[src/rtl/signal_expansioner_pkg.sv]
// Shared constants for the acquisition front-end trigger path.
// Holds the default width of the trigger-extension counter.
package signal_expansioner_pkg;

  localparam int DEFAULT_EXTEND_LEN_WIDTH = 5;

endpackage

[src/rtl/signal_expansioner.sv]
// Pulse stretcher: registers SIG_IN and keeps SIG_OUT high for EXTEND_LEN
// extra cycles after SIG_IN falls, merging pulses whose gap fits in the tail.
module signal_expansioner
  import signal_expansioner_pkg::*;
#(
  parameter int MAX_EXTEND_LEN_WIDTH = DEFAULT_EXTEND_LEN_WIDTH
) (
  input  logic                            CLK,
  input  logic                            RESET,
  input  logic [MAX_EXTEND_LEN_WIDTH-1:0] EXTEND_LEN,
  input  logic                            SIG_IN,
  output logic                            SIG_OUT
);

  logic [MAX_EXTEND_LEN_WIDTH-1:0] cnt_q;
  logic [MAX_EXTEND_LEN_WIDTH-1:0] cnt_d;
  logic                            sig_out_q;
  logic                            sig_out_d;

  // Every high input cycle reloads the tail, so the last high cycle's
  // EXTEND_LEN wins; the counter then saturates at zero instead of wrapping.
  always_comb begin
    cnt_d     = cnt_q;
    sig_out_d = SIG_IN | (cnt_q != '0);
    if (SIG_IN) begin
      cnt_d = EXTEND_LEN;
    end else if (cnt_q != '0) begin
      cnt_d = cnt_q - 1'b1;
    end
  end

  always_ff @(posedge CLK) begin
    if (RESET) begin
      cnt_q     <= '0;
      sig_out_q <= 1'b0;
    end else begin
      cnt_q     <= cnt_d;
      sig_out_q <= sig_out_d;
    end
  end

  assign SIG_OUT = sig_out_q;

endmodule

[config.mk]
export PLATFORM = sky130hd
export DESIGN_NAME = signal_expansioner
export DESIGN_NICKNAME = d
export VERILOG_FILES = /design/src/rtl/signal_expansioner_pkg.sv /design/src/rtl/signal_expansioner.sv
export SDC_FILE = /design/constraint.sdc
export NUM_CORES = 1
export LEC_CHECK = 0
export BUFFER_PORTS_ARGS = -buffer_cell sky130_fd_sc_hd__buf_2
export CAP_MARGIN = 25
export CORE_AREA = 8 8 45 47
export DETAILED_ROUTE_END_ITERATION = 12
export DIE_AREA = 0 0 53 55
export MAX_ROUTING_LAYER = met4
export PLACE_DENSITY = 0.49
export SLEW_MARGIN = 10
export SYNTH_ARGS = -nofsm -noshare
export SYNTH_HDL_FRONTEND = slang
export SYNTH_SLANG_ARGS = --single-unit
[constraint.sdc]
create_clock -name CLK -period 2.1 [get_ports CLK]
set_clock_uncertainty 0.2 [all_clocks]
set_input_delay 0.42 -clock CLK [delete_from_list [all_inputs] [get_ports CLK]]
set_output_delay 0.42 -clock CLK [all_outputs]
set_load 0.01 [all_outputs]
---- After elaboration in Yosys (flattened, before gate mapping) ----
Cells that the tools add are included.
word-level totals
  register bits ........................... 6
  bits of input ports ..................... 8
  output and inout bits ................... 1
  logic and storage cells ................. 8
cells by class
  add/subtract/negate cells ............... 1
  multiplexer cells ....................... 2
  bitwise gates (word level) .............. 1
  reductions and logical operators ........ 2
operators with widths
  operator               number
  $mux W5                2
  $reduce_bool A5 Y1     1
  $sub A5 B1 Y5 const B  1
  $reduce_bool A2 Y1     1
  $or A1 B1 Y1           1

---- Logic depth before layout (Yosys ltp) ----
  depth after elaboration ................. 3
  depth in mapped cells ................... 5
  gate-level depth less buffers ........... 5

---- Worst setup path before layout ----
Ideal clock, no wire load.
  kind .................................... reg-to-reg
  start point ............................. register cnt_q[0]
  end point ............................... register cnt_q[2]
  library setup time ...................... 0.115 ns
  arrival time ............................ 1.278 ns
  required time ........................... 1.785 ns
  setup slack ............................. 0.507 ns
  cell stages (with the launch flop) ...... 6
  path buffers ............................ 0
  period minus slack after synthesis ...... 1.593 ns
  cell sequence ........................... dfxtp_1 inv_1 ha_1 or3b_1 o31a_1 and2_1
on the way
  cells in the longest elaborated chain, start to end .. 3
  elaborated cells on any way between the ends .. 5
  those cells by class .................... add/sub (1); mux (2); reduce/logical (2)
RTL lines
  element                 line                      source
  start, declared         signal_expansioner.sv:15  logic [MAX_EXTEND_LEN_WIDTH-1:0] cnt_q;
  start signal, assigned  signal_expansioner.sv:37  cnt_q <= cnt_d;
  $sub A5 B1 Y5           signal_expansioner.sv:28  cnt_d = cnt_q - 1'b1;
  $mux W5                 signal_expansioner.sv:27  end else if (cnt_q != '0) begin
  $mux W5                 signal_expansioner.sv:25  if (SIG_IN) begin
Several ways; a longest one is shown, not always the timed one. The select of a mux whose other input is x is not followed.
A chain may end at the register's enable or synchronous reset.

---- Worst setup path after layout ----
Same ends and word-level chain as after synthesis.

==> metrics.txt <==
# TYPE chip_impl_metric gauge
chip_impl_info{name="cts_tree",value="done"} 1
chip_impl_metric{name="gpl.final_weighted_congestion",unit=""} 0.691
chip_impl_metric{name="measured_slew_at_the_worst_slew_check_pin",unit="ns"} 0.369
chip_impl_metric{name="routed_wl",unit="µm"} 629
chip_impl_metric{name="drive_above_1_share",unit=""} 0.293
chip_impl_metric{name="power_report.internal_total",unit="mW"} 0.236
chip_impl_info{name="cts_root_buf",value="clkbuf_4"} 1
chip_impl_info{name="cp-end-kind",value="flip-flop"} 1
chip_impl_metric{name="post-route-period-util",unit=""} 0.806
chip_impl_info{name="run_status",value="finished clean"} 1
chip_impl_metric{name="final.setup.worst_slack",unit="ns"} 0.407
chip_impl_metric{name="setup.reg_to_reg.worst_slack",unit="ns"} 0.41
chip_impl_metric{name="finalHoldViolations",unit=""} 0
chip_impl_metric{name="report.final.setup_viol",unit=""} 0
chip_impl_metric{name="first_global_vias",unit=""} 252
chip_impl_metric{name="dp_worst_setup_slack",unit="ns"} 0.416
chip_impl_metric{name="power.switching",unit="mW"} 0.0853
chip_impl_metric{name="worst_ir_drop_vdd",unit="µV"} 472
chip_impl_metric{name="clock_slew_seen_by_the_registers_of_the_worst_setup_and_hold_paths",unit="ns"} 0.04
chip_impl_metric{name="die-height",unit="µm"} 55
chip_impl_metric{name="h-tree-depth",unit=""} 1
chip_impl_metric{name="core_ar",unit="µm²"} 1380
chip_impl_metric{name="avgViaCountPerCell",unit=""} 4.70
chip_impl_metric{name="ys.warnings.count",unit=""} 0
chip_impl_metric{name="max_cap_violations",unit=""} 0
chip_impl_metric{name="power.sequential.fraction",unit=""} 0.437
chip_impl_metric{name="layout_min_cycle_time",unit="ns"} 1.69
chip_impl_metric{name="syn-num-nets",unit=""} 40
chip_impl_metric{name="ioPinCount",unit=""} 9
chip_impl_metric{name="route.vias.total",unit=""} 268
chip_impl_metric{name="die-area",unit="µm²"} 2920
chip_impl_metric{name="grt_util_all_layers",unit=""} 0.0529
chip_impl_info{name="synth_top_flop_cell",value="dfxtp_1"} 1
chip_impl_metric{name="postSynthCellCount",unit=""} 31
chip_impl_metric{name="clock_power_share",unit=""} 0.325
chip_impl_metric{name="grt_antenna_before_repair",unit=""} 0
chip_impl_metric{name="synth-edff-count",unit=""} 0
chip_impl_metric{name="cellLeakagePower",unit="nW"} 0.164
chip_impl_metric{name="syn_area",unit="µm²"} 300
chip_impl_metric{name="placed_area",unit="µm²"} 357
chip_impl_metric{name="initial_core_util",unit=""} 0.217
chip_impl_metric{name="fin_hold_ws",unit="ns"} 0.208
chip_impl_metric{name="final_layout_fill_cell_count",unit=""} 152
chip_impl_info{name="worst_hold_path_type",value="primary input to flip-flop"} 1
chip_impl_metric{name="antenna_diode_count",unit=""} 0
chip_impl_info{name="most-common-layout-cells",value="buf_2, dfxtp_1, inv_1, clkbuf_4"} 1
chip_impl_metric{name="max_freq",unit="MHz"} 591
chip_impl_metric{name="place_hpwl",unit="µm"} 491
chip_impl_info{name="worstSetupEndpoint",value="cnt_q[2]$_SDFFE_PP0P_"} 1
chip_impl_info{name="worstSetupStartpointType",value="flip-flop"} 1
chip_impl_metric{name="cts_max_path_buffers",unit=""} 2
chip_impl_info{name="grt_setup_unrepaired",value="false"} 1
chip_impl_metric{name="final_nets",unit=""} 52
chip_impl_metric{name="flow.area_growth_from_synthesis",unit="%"} 26.3
chip_impl_metric{name="drc_errors",unit=""} 0
chip_impl_metric{name="power_per_cell_area",unit="nW/µm²"} 847
chip_impl_metric{name="antenna_left",unit=""} 0
chip_impl_metric{name="drt-initial-drc-count",unit=""} 3
chip_impl_metric{name="post_drt_wl_per_cell",unit="µm"} 11.0
chip_impl_metric{name="finalMaxSlewViolations",unit=""} 0
chip_impl_metric{name="postCtsResizedCells",unit=""} 0
chip_impl_metric{name="stdcell_count",unit=""} 57
chip_impl_metric{name="synth_seq_area_share",unit=""} 0.400
chip_impl_metric{name="timing.max_slew.rel_slack",unit=""} 0.754
chip_impl_metric{name="firstDrtPassIters",unit=""} 2
chip_impl_metric{name="overflow",unit=""} 0
chip_impl_metric{name="synth_area_per_cell",unit="µm²"} 9.69
chip_impl_metric{name="worst_skew_pair.late_latency",unit="ns"} 0.24
chip_impl_info{name="worst-setup-path-type",value="flip-flop to flip-flop"} 1
chip_impl_metric{name="timing.reg2reg.worst_path_depth",unit=""} 5
chip_impl_metric{name="power_frac_comb",unit=""} 0.238
chip_impl_metric{name="postSynthRegisterBits",unit=""} 6
chip_impl_metric{name="grt_pass1_wl",unit="µm"} 1040
chip_impl_metric{name="sw_ratio",unit=""} 0.266
chip_impl_metric{name="die_x",unit="µm"} 53
chip_impl_metric{name="worstPathRequired",unit="ns"} 2.04
chip_impl_info{name="rr_endpoint",value="cnt_q[2]$_SDFFE_PP0P_"} 1
chip_impl_metric{name="synth_cell_types",unit=""} 20
chip_impl_info{name="layout_commonest_cell",value="buf_2"} 1
chip_impl_metric{name="postCtsHoldBufs",unit=""} 0
chip_impl_metric{name="critPathArrivalTime",unit="ns"} 1.63
chip_impl_info{name="crit_path_start",value="cnt_q[0]$_SDFFE_PP0P_"} 1
chip_impl_metric{name="placedCellCount",unit=""} 54
chip_impl_metric{name="row_count",unit=""} 14
chip_impl_metric{name="cts.sinks",unit=""} 6
chip_impl_metric{name="port-buffer-count",unit=""} 8
chip_impl_metric{name="cts_inserted_buffers",unit=""} 3
chip_impl_metric{name="critical_path_peak_fanout",unit=""} 3
chip_impl_metric{name="cts_setup_buffers",unit=""} 0
chip_impl_metric{name="final_cell_area",unit="µm²"} 379
chip_impl_metric{name="asyncSetResetFlopFracSynth",unit=""} 0
chip_impl_metric{name="grt_start_max_net_pins",unit=""} 14
chip_impl_info{name="worst_r2r_startpoint",value="cnt_q[0]$_SDFFE_PP0P_"} 1
chip_impl_metric{name="final.setup.tns",unit="ns"} 0
-- stage by stage --
| stage | util | power [mW] |
|---|---|---|
| floorplan | - | 0.199 |
| global placement | 0.258 | 0.221 |
| detailed placement | 0.258 | 0.220 |
| CTS | 0.274 | 0.329 |
| global route | 0.274 | 0.346 |
| finish | 0.274 | 0.321 |
-- sequential cells by signal, indices dropped and copies added, names as in the netlist --
signal   cells
cnt_q        5
SIG_OUT      1
-- synth_stat cells, types with 2 or more instances --
cell | number | share of area
nor4b_1 | 2 | 0.058
nand2_1 | 2 | 0.025
dfxtp_1 | 6 | 0.40
nor4_1 | 2 | 0.042
inv_1 | 3 | 0.037
a311o_1 | 2 | 0.067
-- layer usage --
metal | track usage | up-vias | share of wire | routed length, µm
li1 | - | 137 | - | -
met1 | 0.0593 | 120 | 0.49 | 309
met2 | 0.0645 | 11 | 0.38 | 241
met3 | 0.0588 | 0 | 0.12 | 78
met4 | 0 | 0 | 0 | 0
met5 | - | - | 0 | 0
-- cell type report --
| type | instances | area, µm² | share of cell area |
|---|---|---|---|
| Multi-Input combinational cell | 21 | 165 | 0.436 |
| Sequential cell | 6 | 120 | 0.317 |
| Timing Repair Buffer | 8 | 40.0 | 0.106 |
| Clock buffer | 3 | 22.5 | 0.0594 |
| Tap cell | 16 | 20.0 | 0.0528 |
| Inverter | 3 | 11.3 | 0.0297 |
-- critical path, cell delays in order (launching register included) --
cell and delay [ns]:
dfxtp_1 0.31, inv_1 0.08, ha_1 0.19, or3b_1 0.38
o31a_1 0.28, and2_1 0.14
-- power groups by stage --
stage	logic [mW]	clock network, mW	registers (mW)
after global routing	0.0883	0.116	0.142
after CTS	0.0782	0.110	0.140
after global placement	0.0775	0	0.143
after detailed placement	0.0774	0	0.142
after floorplan	0.0578	0	0.141
final	0.0765	0.104	0.140
-- kinds of logic (layout without fill, tap and decap cells) --
group	Yosys count	in the layout	share of synthesized area
AO/OA/AOI/OAI	6	6	0.162
XOR/XNOR	2	2	0.0583
adder cells (fa/ha/maj)	1	1	0.0417
AND/OR/NAND/NOR	12	12	0.288
buffers and inverters	4	14	0.0500
flip-flops	6	6	0.400
-- how the worst min path moves through the flow --
stage	to	start	depth (start not counted)	slack, ns
after floorplan	cnt_q[4]$_SDFFE_PP0P_	cnt_q[4]$_SDFFE_PP0P_	2	0.28
after global placement	cnt_q[4]$_SDFFE_PP0P_	cnt_q[4]$_SDFFE_PP0P_	2	0.34
after detailed placement	cnt_q[4]$_SDFFE_PP0P_	cnt_q[4]$_SDFFE_PP0P_	2	0.31
after CTS	cnt_q[4]$_SDFFE_PP0P_	RESET	2	0.20
after global routing	cnt_q[4]$_SDFFE_PP0P_	RESET	2	0.22
final	cnt_q[4]$_SDFFE_PP0P_	RESET	2	0.21
Power figures use the tool's default switching activity.
